[config.mk]
export PLATFORM = sky130hd
export DESIGN_NAME = bru_bpred
export DESIGN_NICKNAME = d
export VERILOG_FILES = /design/src/rtl/bru_bpred.sv
export SDC_FILE = /design/constraint.sdc
export NUM_CORES = 2
export LEC_CHECK = 0
export CAP_MARGIN = 20
export CELL_PAD_IN_SITES_DETAIL_PLACEMENT = 1
export CELL_PAD_IN_SITES_GLOBAL_PLACEMENT = 1
export CORE_UTILIZATION = 25
export DETAILED_ROUTE_END_ITERATION = 8
export PLACE_DENSITY_LB_ADDON = 0.08
export SYNTH_ARGS = -nofsm -noshare
export SYNTH_HDL_FRONTEND = slang
export SYNTH_SLANG_ARGS = --single-unit
[constraint.sdc]
create_clock -name clk -period 25.2 [get_ports clk]
set_clock_uncertainty 0.05 [all_clocks]
set_input_delay 7.56 -clock clk [delete_from_list [all_inputs] [get_ports clk]]
set_output_delay 7.56 -clock clk [all_outputs]
set_load 0.05 [all_outputs]
[src/rtl/bru_bpred.sv]
`default_nettype none
// ============================================================================
// bru_bpred : branch resolution unit with direct-mapped BTB, 2-bit direction
//             predictor and saturating branch/mispredict counters
// Revision  : 1.0
// ============================================================================
module bru_bpred #(
  parameter int XLEN    = 32,
  parameter int ENTRIES = 16,
  parameter int CNT_W   = 32
) (
  input  logic             clk,
  input  logic             rst,
  input  logic [XLEN-1:0]  pred_pc,
  output logic             pred_taken,
  output logic [XLEN-1:0]  pred_target,
  input  logic             ex_valid,
  input  logic             ex_flush,
  input  logic [7:0]       jump_type,
  input  logic [XLEN-1:0]  src1,
  input  logic [XLEN-1:0]  src2,
  input  logic [XLEN-1:0]  pc,
  input  logic [XLEN-1:0]  imm,
  input  logic             ex_pred_taken,
  input  logic [XLEN-1:0]  ex_pred_target,
  output logic             taken,
  output logic [XLEN-1:0]  target,
  output logic             mispredict,
  output logic [XLEN-1:0]  redirect_pc,
  output logic [CNT_W-1:0] br_count,
  output logic [CNT_W-1:0] mis_count
);

  localparam int IDX   = $clog2(ENTRIES);
  localparam int TAG_W = XLEN - IDX - 2;

  localparam logic [7:0] C_JAL  = 8'h01;
  localparam logic [7:0] C_JALR = 8'h02;
  localparam logic [7:0] C_BEQ  = 8'h04;
  localparam logic [7:0] C_BNE  = 8'h08;
  localparam logic [7:0] C_BLT  = 8'h10;
  localparam logic [7:0] C_BGE  = 8'h20;
  localparam logic [7:0] C_BLTU = 8'h40;
  localparam logic [7:0] C_BGEU = 8'h80;

  logic             valid_q [ENTRIES];
  logic [TAG_W-1:0] tag_q   [ENTRIES];
  logic [XLEN-1:0]  tgt_q   [ENTRIES];
  logic [1:0]       cnt_q   [ENTRIES];
  logic             unc_q   [ENTRIES];

  logic [CNT_W-1:0] br_count_q, br_count_d;
  logic [CNT_W-1:0] mis_count_q, mis_count_d;

  // ---------------------------------------------------------------- lookup
  logic [IDX-1:0] w_l_idx;
  logic           w_l_hit;
  logic           w_unused;

  assign w_l_idx     = pred_pc[IDX+1:2];
  assign w_l_hit     = valid_q[w_l_idx] && (tag_q[w_l_idx] == pred_pc[XLEN-1:IDX+2]);
  assign pred_taken  = w_l_hit && (unc_q[w_l_idx] || cnt_q[w_l_idx][1]);
  assign pred_target = w_l_hit ? tgt_q[w_l_idx] : '0;
  assign w_unused    = ^pred_pc[1:0];

  // ------------------------------------------------------------ resolution
  logic            w_onehot;
  logic            w_act;
  logic            w_cond;
  logic [XLEN-1:0] w_pc_imm;
  logic [XLEN-1:0] w_rs_imm;
  logic [XLEN-1:0] w_pc_4;

  assign w_onehot = (jump_type != 8'h00) && ((jump_type & (jump_type - 8'd1)) == 8'h00);
  assign w_act    = ex_valid && !ex_flush && w_onehot;
  assign w_pc_imm = pc + imm;
  assign w_rs_imm = src1 + imm;
  assign w_pc_4   = pc + XLEN'(4);

  always_comb begin
    w_cond = 1'b0;
    case (jump_type)
      C_JAL, C_JALR: w_cond = 1'b1;
      C_BEQ:         w_cond = (src1 == src2);
      C_BNE:         w_cond = (src1 != src2);
      C_BLT:         w_cond = ($signed(src1) <  $signed(src2));
      C_BGE:         w_cond = ($signed(src1) >= $signed(src2));
      C_BLTU:        w_cond = (src1 <  src2);
      C_BGEU:        w_cond = (src1 >= src2);
      default:       w_cond = 1'b0;
    endcase
  end

  assign taken       = w_act && w_cond;
  assign target      = (jump_type == C_JALR) ? {w_rs_imm[XLEN-1:1], 1'b0} : w_pc_imm;
  assign mispredict  = w_act && ((taken != ex_pred_taken) ||
                                 (taken && (target != ex_pred_target)));
  assign redirect_pc = taken ? target : w_pc_4;

  // ---------------------------------------------------------------- train
  logic [IDX-1:0]   w_e_idx;
  logic [TAG_W-1:0] w_e_tag;
  logic             w_e_hit;
  logic             wr_en_d;
  logic [1:0]       cnt_d;
  logic [XLEN-1:0]  tgt_d;
  logic             unc_d;

  assign w_e_idx = pc[IDX+1:2];
  assign w_e_tag = pc[XLEN-1:IDX+2];
  assign w_e_hit = valid_q[w_e_idx] && (tag_q[w_e_idx] == w_e_tag);

  always_comb begin
    wr_en_d = 1'b0;
    cnt_d   = cnt_q[w_e_idx];
    tgt_d   = tgt_q[w_e_idx];
    unc_d   = unc_q[w_e_idx];
    if (w_act) begin
      if (w_e_hit) begin
        wr_en_d = 1'b1;
        if (taken) begin
          cnt_d = (cnt_q[w_e_idx] == 2'b11) ? 2'b11 : cnt_q[w_e_idx] + 2'd1;
          tgt_d = target;
          unc_d = jump_type[0] | jump_type[1];
        end else begin
          cnt_d = (cnt_q[w_e_idx] == 2'b00) ? 2'b00 : cnt_q[w_e_idx] - 2'd1;
        end
      end else if (taken) begin
        // Not-taken misses never allocate, so cold branches stay out of the table.
        wr_en_d = 1'b1;
        cnt_d   = 2'b10;
        tgt_d   = target;
        unc_d   = jump_type[0] | jump_type[1];
      end
    end
  end

  assign br_count_d  = (w_act && (br_count_q != '1)) ? br_count_q + CNT_W'(1) : br_count_q;
  assign mis_count_d = (mispredict && (mis_count_q != '1)) ? mis_count_q + CNT_W'(1)
                                                           : mis_count_q;

  always_ff @(posedge clk) begin
    if (rst) begin
      for (int i = 0; i < ENTRIES; i++) begin
        valid_q[i] <= 1'b0;
        tag_q[i]   <= '0;
        tgt_q[i]   <= '0;
        cnt_q[i]   <= 2'b01;
        unc_q[i]   <= 1'b0;
      end
      br_count_q  <= '0;
      mis_count_q <= '0;
    end else begin
      if (wr_en_d) begin
        valid_q[w_e_idx] <= 1'b1;
        tag_q[w_e_idx]   <= w_e_tag;
        tgt_q[w_e_idx]   <= tgt_d;
        cnt_q[w_e_idx]   <= cnt_d;
        unc_q[w_e_idx]   <= unc_d;
      end
      br_count_q  <= br_count_d;
      mis_count_q <= mis_count_d;
    end
  end

  assign br_count  = br_count_q;
  assign mis_count = mis_count_q;

endmodule
`default_nettype wire

Yosys cells after proc, flatten, opt, wreduce, memory -nomap -nowiden
Memory sizes are Yosys's and may differ from the RTL's.
Index checks and enable logic that the tools add are counted.
- magnitude comparators: 4
- muxes and demuxes: 37
- equality and inequality tests: 19
- add/subtract/negate cells: 8
- reduce and logical (&&, ||, !) cells: 24
- bitwise logic cells: 2
- operator list (operator ; count):
    $mux 32 ; 6
    $add 32x1->32 const B ; 2
    $add 32x32->32 ; 2
    $ge 32x32->1 ; 2
    $lt 32x32->1 ; 2
    $ne 32x32->1 ; 2
    $ne 32x32->1 const B ; 2
    $eq 26x26->1 ; 2
    $add 32x3->32 const B ; 1
    $eq 32x32->1 ; 1
    $reduce_or 32->1 ; 1
    $mux 26 ; 1
    $reduce_or 26->1 ; 1
    $mux 4 ; 5
    $mux 1 ; 17
    $mux 2 ; 7
    $logic_and 1x1->1 ; 11
    $and 8x8->8 ; 1
    $eq 8x1->1 const B ; 1
    $eq 8x2->1 const B ; 1
    $eq 8x3->1 const B ; 1
    $eq 8x4->1 const B ; 1
    $eq 8x5->1 const B ; 1
    $eq 8x6->1 const B ; 1
    19 further kinds ; 22
- memories: 5
- bits of input ports: 205
- output and inout port bits: 163
- bits in registers: 64
- RAM bits: 992
- memories (name ; words ; width ; read ports ; clocked after memory_dff ; write ports ; RTL line ; RTL):
    tgt_q ; 16 ; 32 ; 1 ; 0 ; 16 ; 48 ; logic [XLEN-1:0] tgt_q [ENTRIES];
    tag_q ; 16 ; 26 ; 2 ; 0 ; 16 ; 47 ; logic [TAG_W-1:0] tag_q [ENTRIES];
    cnt_q ; 16 ; 2 ; 2 ; 0 ; 16 ; 49 ; logic [1:0] cnt_q [ENTRIES];
    unc_q ; 16 ; 1 ; 1 ; 0 ; 16 ; 50 ; logic unc_q [ENTRIES];
    valid_q ; 16 ; 1 ; 2 ; 0 ; 16 ; 46 ; logic valid_q [ENTRIES];

Longest topological paths before layout
- depth in word-level cells: 15
- mapped depth: 17

Worst setup path after synthesis
OpenSTA, ideal clock, no wires.
- kind: in2out
- from: input jump_type[4]
- to: output redirect_pc[16]
- stages on the path: 10
- slack: 5611 ps
- arrival time: 11979 ps
- data required time: 17590 ps
- path through: clkbuf_1 nor4_1 nand2_1 clkbuf_1 buf_2 clkbuf_1 clkbuf_1 o41ai_1 nand2_1 o21ai_0
- elaborated cells between the ends (all ways): 19
- those cells by class: 1 x add/sub; 8 x eq/ne; 3 x mux; 1 x bitwise; 6 x reduce/logical
- RTL lines (what ; RTL line ; RTL):
    start, declared ; 19 ; input logic [7:0] jump_type,
    $eq 8x2->1 ; 95 ; assign target = (jump_type == C_JALR) ? {w_rs_imm[XLEN-1:1], 1'b0} : w_pc_imm;
    $mux 32 ; 95 ;
    named net target[16] ; 27 ; output logic [XLEN-1:0] target,
    $mux 32 ; 98 ; assign redirect_pc = taken ? target : w_pc_4;
    end, declared ; 29 ; output logic [XLEN-1:0] redirect_pc,
The timed path passes the listed nets, and every way through them passes these cells.

Final worst setup path
- from: input jump_type[4]
- to: output mispredict
- cells in the longest elaborated chain, start to end: 9
- elaborated cells between the ends (all ways): 23
- those cells by class: 1 x add/sub; 10 x eq/ne; 2 x mux; 1 x bitwise; 9 x reduce/logical
- RTL lines (what ; RTL line ; RTL):
    $sub 8x1->8 ; 74 ; assign w_onehot = (jump_type != 8'h00) && ((jump_type & (jump_type - 8'd1)) == 8'h00);
    $and 8x8->8 ; 74 ;
    $logic_not 8->1 ; 74 ;
    $logic_and 1x1->1 ; 74 ;
    $logic_and 1x1->1 ; 75 ; assign w_act = ex_valid && !ex_flush && w_onehot;
    $logic_and 1x1->1 ; 94 ; assign taken = w_act && w_cond;
    $ne 1x1->1 or $logic_and 1x1->1 (tied branches) ; 96, 97 ;
    $logic_or 1x1->1 ; 96 ; assign mispredict = w_act && ((taken != ex_pred_taken) ||
    $logic_and 1x1->1 (*) ; 96 ;
    end, declared ; 28 ; output logic mispredict,
Mark *: on every way between the ends. The rest lies on a longest branch, timed or not.

==> parameters.txt <==
Parameter                              Value

Synthesis
  Most frequent cells after synthesis    976 x sky130_fd_sc_hd__edfxtp_1, 696 x sky130_fd_sc_hd__nor2_1, 441 x sky130_fd_sc_hd__mux4_2
  Synth warn    0
  Flip-flop cell with the highest count after synthesis    sky130_fd_sc_hd__edfxtp_1
  Synthesized cell area    between 0.05 and 0.06 mm2
  Dominant cells by area after synthesis    sky130_fd_sc_hd__edfxtp_1 51%, sky130_fd_sc_hd__mux4_2 17%, sky130_fd_sc_hd__and3_1 4.6%, sky130_fd_sc_hd__nor2_1 4.5%, sky130_fd_sc_hd__dfxtp_1 2.8%
  Most frequent cell after synthesis    sky130_fd_sc_hd__edfxtp_1
  Async set-reset flop share out of synthesis    0%
  Yosys reg bits    approximately 1100
  Count of flip-flops with a built-in enable after synthesis    between 900 and 1000
  Post-synthesis cell type with the largest combined area    sky130_fd_sc_hd__edfxtp_1
  Syn Area/Cell    12.86 um2
  Distinct cell type count of the synthesized netlist    between 80 and 90
  Post-synth top area share    about half
  Instance count of the mapped netlist    between 4000 and 5000
  Post-synth net total    between 4000 and 5000
  Sequential cell area fraction in the yosys report    53.73%

Hold path
  Class of the tightest hold or removal check    reg -> reg
  Startpoint of the worst hold path    valid_q[0]

Clock tree
  Worst-path clk slew    60 ps
  Clock Root Buffer    sky130_fd_sc_hd__clkbuf_16
  H-tree levels    4
  Number of buffers added for setup after CTS    0
  Number of resized instances in the post-cts repair step    0
  Number of buffers added by the clock tree synthesis step    between 100 and 150
  Max clock buf depth    3
  TritonCTS clock tree    done
  Skew-Pair Late Insertion Delay    about 780 ps
  Num Clock Sinks    1056
  Number of hold buffers added after CTS    0

STA
  Normalized max-slew margin    between 20 and 30%
  Hold Vio Cnt, Final    0
  Final worst-path cycle share    around 85%
  Post-layout minimum cycle time    between 20000 and 25000 ps
  Final Setup Violations    0
  Summed negative setup slack over all endpoints    0 ps
  Count of final max-slew check failures    0
  Setup repair after global routing missed its margin    false
  Max Clock Freq    roughly 47 MHz
  Slew at the pin with the worst max-slew slack    roughly 1100 ps
  Post-route worst setup slack    ~3900 ps

Global route
  First-pass GRT wire length    about 350000 um
  Total Routing Usage GR    a little over a fifth
  Number of antenna violations at the first check in global routing    46
  Overflow after GRT    0
  Vias in the first global route    ~42000
  Largest net degree at the start of global routing    97

Worst setup path
  Worst setup EP type    output port
  Required time at the worst-slack endpoint    approximately 18000 ps
  Data arrival time of the critical path    13710 ps
  Critical setup path kind    in -> out
  Startpoint of the worst setup timing path    jump_type[4]
  Maximum fanout along the worst path    46
  Launch instance of the worst register-to-register path    tag_q[3][9]
  Critical Path Source Type    input pin

Drt
  Vias post-DR    40300
  Drt first-iter violations    3033
  Met3 WL    around 12000 um
  Number of design rule violations left after detail routing    0
  Drt total wl    roughly 250000 um
  Uppermost layer routed    met5
  Antenna viol nets, final    0
  Routed len/inst    between 30 and 40 um
  Post-detailed-route via-to-cell ratio    5.167
  Pre-antenna DRT Iters    5
  Met1 wire length    112400 um
  WL met2    between 100000 and 150000 um

Placement
  Dpl cell area    between 0.06 and 0.07 mm2
  DP Worst Slack    approximately 3800 ps
  Detailed-placement wirelength estimate    ~150000 um
  Weighted congestion at the end of routability-driven global placement    0.8203
  Number of buffers inserted by port buffering    around 370

Floorplan
  IO Count    ~370
  Row cnt    approximately 180
  Die Wd    ~480 um
  Die boundary height    ~480 um
  Core Region    0.2282 mm2
  Die footprint    roughly 0.23 mm2
  Starting Density    between 20% and 30%

Pwr
  Part of the total power dissipated in the clock network    40.5%
  Power Dens Cells    around 66 mW/mm2
  Power share of the combinational group    15.2%
  Share of total power in sequential cells    between 40% and 50%
  Net switching power    approximately 0.0013 W
  Maximum VDD drop    0.04625 mV
  Switching power as a share of total power    between 20 and 30%
  Internal power component    ~0.0033 W
  Post-layout power    0.004555 W
  Leakage power figure    between 20 and 25 nW

Status
  Result of the run    completed

Layout
  Final non-filler cell area    between 0.06 and 0.07 mm2
  Fillcell total    about 25000
  Fraction of layout cells with a size suffix above 1    about 17%
  Final core utilization    a little under a third
  Final nets    about 5000
  Layout overhead on the synthesized area    19.23%

Flow run
  Max-cap check violation count    0
cell usage in the layout, fill, tap and decap left out, drive strengths merged, types with 61 or more instances in the layout:
| master | Yosys | layout |
|---|---|---|
| edfxtp | 976 | 976 |
| nor2 | 698 | 698 |
| mux4 | 441 | 441 |
| and3 | 420 | 420 |
| clkdlybuf4s50 | 0 | 356 |
| nand2 | 184 | 184 |
| clkbuf | 300 | 180 |
| a21oi | 126 | 126 |
| buf | 119 | 126 |
| o21ai | 122 | 122 |
| ha | 99 | 99 |
| xnor2 | 93 | 93 |
| xor2 | 85 | 85 |
| inv | 77 | 84 |
| dfxtp | 80 | 80 |
| nand4 | 70 | 70 |
| nand3 | 63 | 63 |
| nor2b | 61 | 61 |
worst max-delay path, cell delays in order:
cell and delay (ps):
sky130_fd_sc_hd__clkdlybuf4s50_1 570, sky130_fd_sc_hd__nor4_1 670, sky130_fd_sc_hd__nand2_2 340, sky130_fd_sc_hd__buf_4 330, sky130_fd_sc_hd__buf_4 270, sky130_fd_sc_hd__mux2i_1 790
sky130_fd_sc_hd__xnor2_1 200, sky130_fd_sc_hd__o41ai_1 100, sky130_fd_sc_hd__a2111o_1 400, sky130_fd_sc_hd__nor4_1 370, sky130_fd_sc_hd__nand4_1 280, sky130_fd_sc_hd__nor4_4 330
sky130_fd_sc_hd__buf_4 490, sky130_fd_sc_hd__nor3_1 120, sky130_fd_sc_hd__clkdlybuf4s50_1 780
layer usage:
layer,vias to the layer above,global-route usage (%)
li1,17420,-
met1,21680,28.88
met2,899,34.93
met3,262,3.659
met4,42,4.742
met5,-,0
power groups by stage:
stage	registers, W	logic (W)	clock network [W]
3_3_place_gp	0.00205	0.000705	0
5_1_grt	0.00203	0.000734	0.00196
6_report	0.00202	0.000693	0.00184
2_1_floorplan	0.00204	0.000409	0
3_5_place_dp	0.00205	0.000703	0
4_1_cts	0.00202	0.000705	0.00190
sequential cells by signal (all words and copies together) (netlist names):
| register | count |
|---|---|
| br_count | 32 |
| cnt_q | 32 |
| mis_count | 32 |
| tag_q | 416 |
| tgt_q | 512 |
| unc_q | 16 |
| valid_q | 16 |
cell families (layout without fill, tap and decap cells):
family,after synthesis,count (layout),synth area share [%]
and+or+nand+nor,1735,1735,15.09
AOI/OAI and AO/OA,420,420,4.541
other,0,15,0
muxes,479,479,17.98
DFF,1056,1056,53.73
buffers and inverters,496,798,3.454
xor gates and xnor gates,184,184,2.951
adders and majority gates,103,103,2.258
through the flow:
step | hold slack, ps | cells
after floorplan | 401.8 | 4473
after global placement | 414.8 | 7546
after detailed placement | 423.1 | 7546
after CTS | 435.9 | 7782
after global routing | 461.3 | 7789
final | 433.0 | 7799
cell type report:
cell class | count | area [um2] | share of cell area [%]
Tap cell | 3009 | 3765 | 5.489
Sequential cell | 1056 | 30910 | 45.06
Inverter | 77 | 289.0 | 0.4214
Clock inverter | 57 | 510.5 | 0.7442
Multi-Input combinational cell | 2921 | 24910 | 36.32
Clock buffer | 179 | 3572 | 5.208
Antenna cell | 15 | 37.54 | 0.05472
Timing Repair Buffer | 485 | 4599 | 6.705
path summary, 6_finish.rpt:
check                  to  slack [ps]  depth (start not counted)
min reg2reg    valid_q[0]         430                          2
max            mispredict        3880                         15
min            valid_q[0]         430                          2
max reg2reg  tag_q[6][11]       18920                         13
Power figures use the tool's default switching activity.
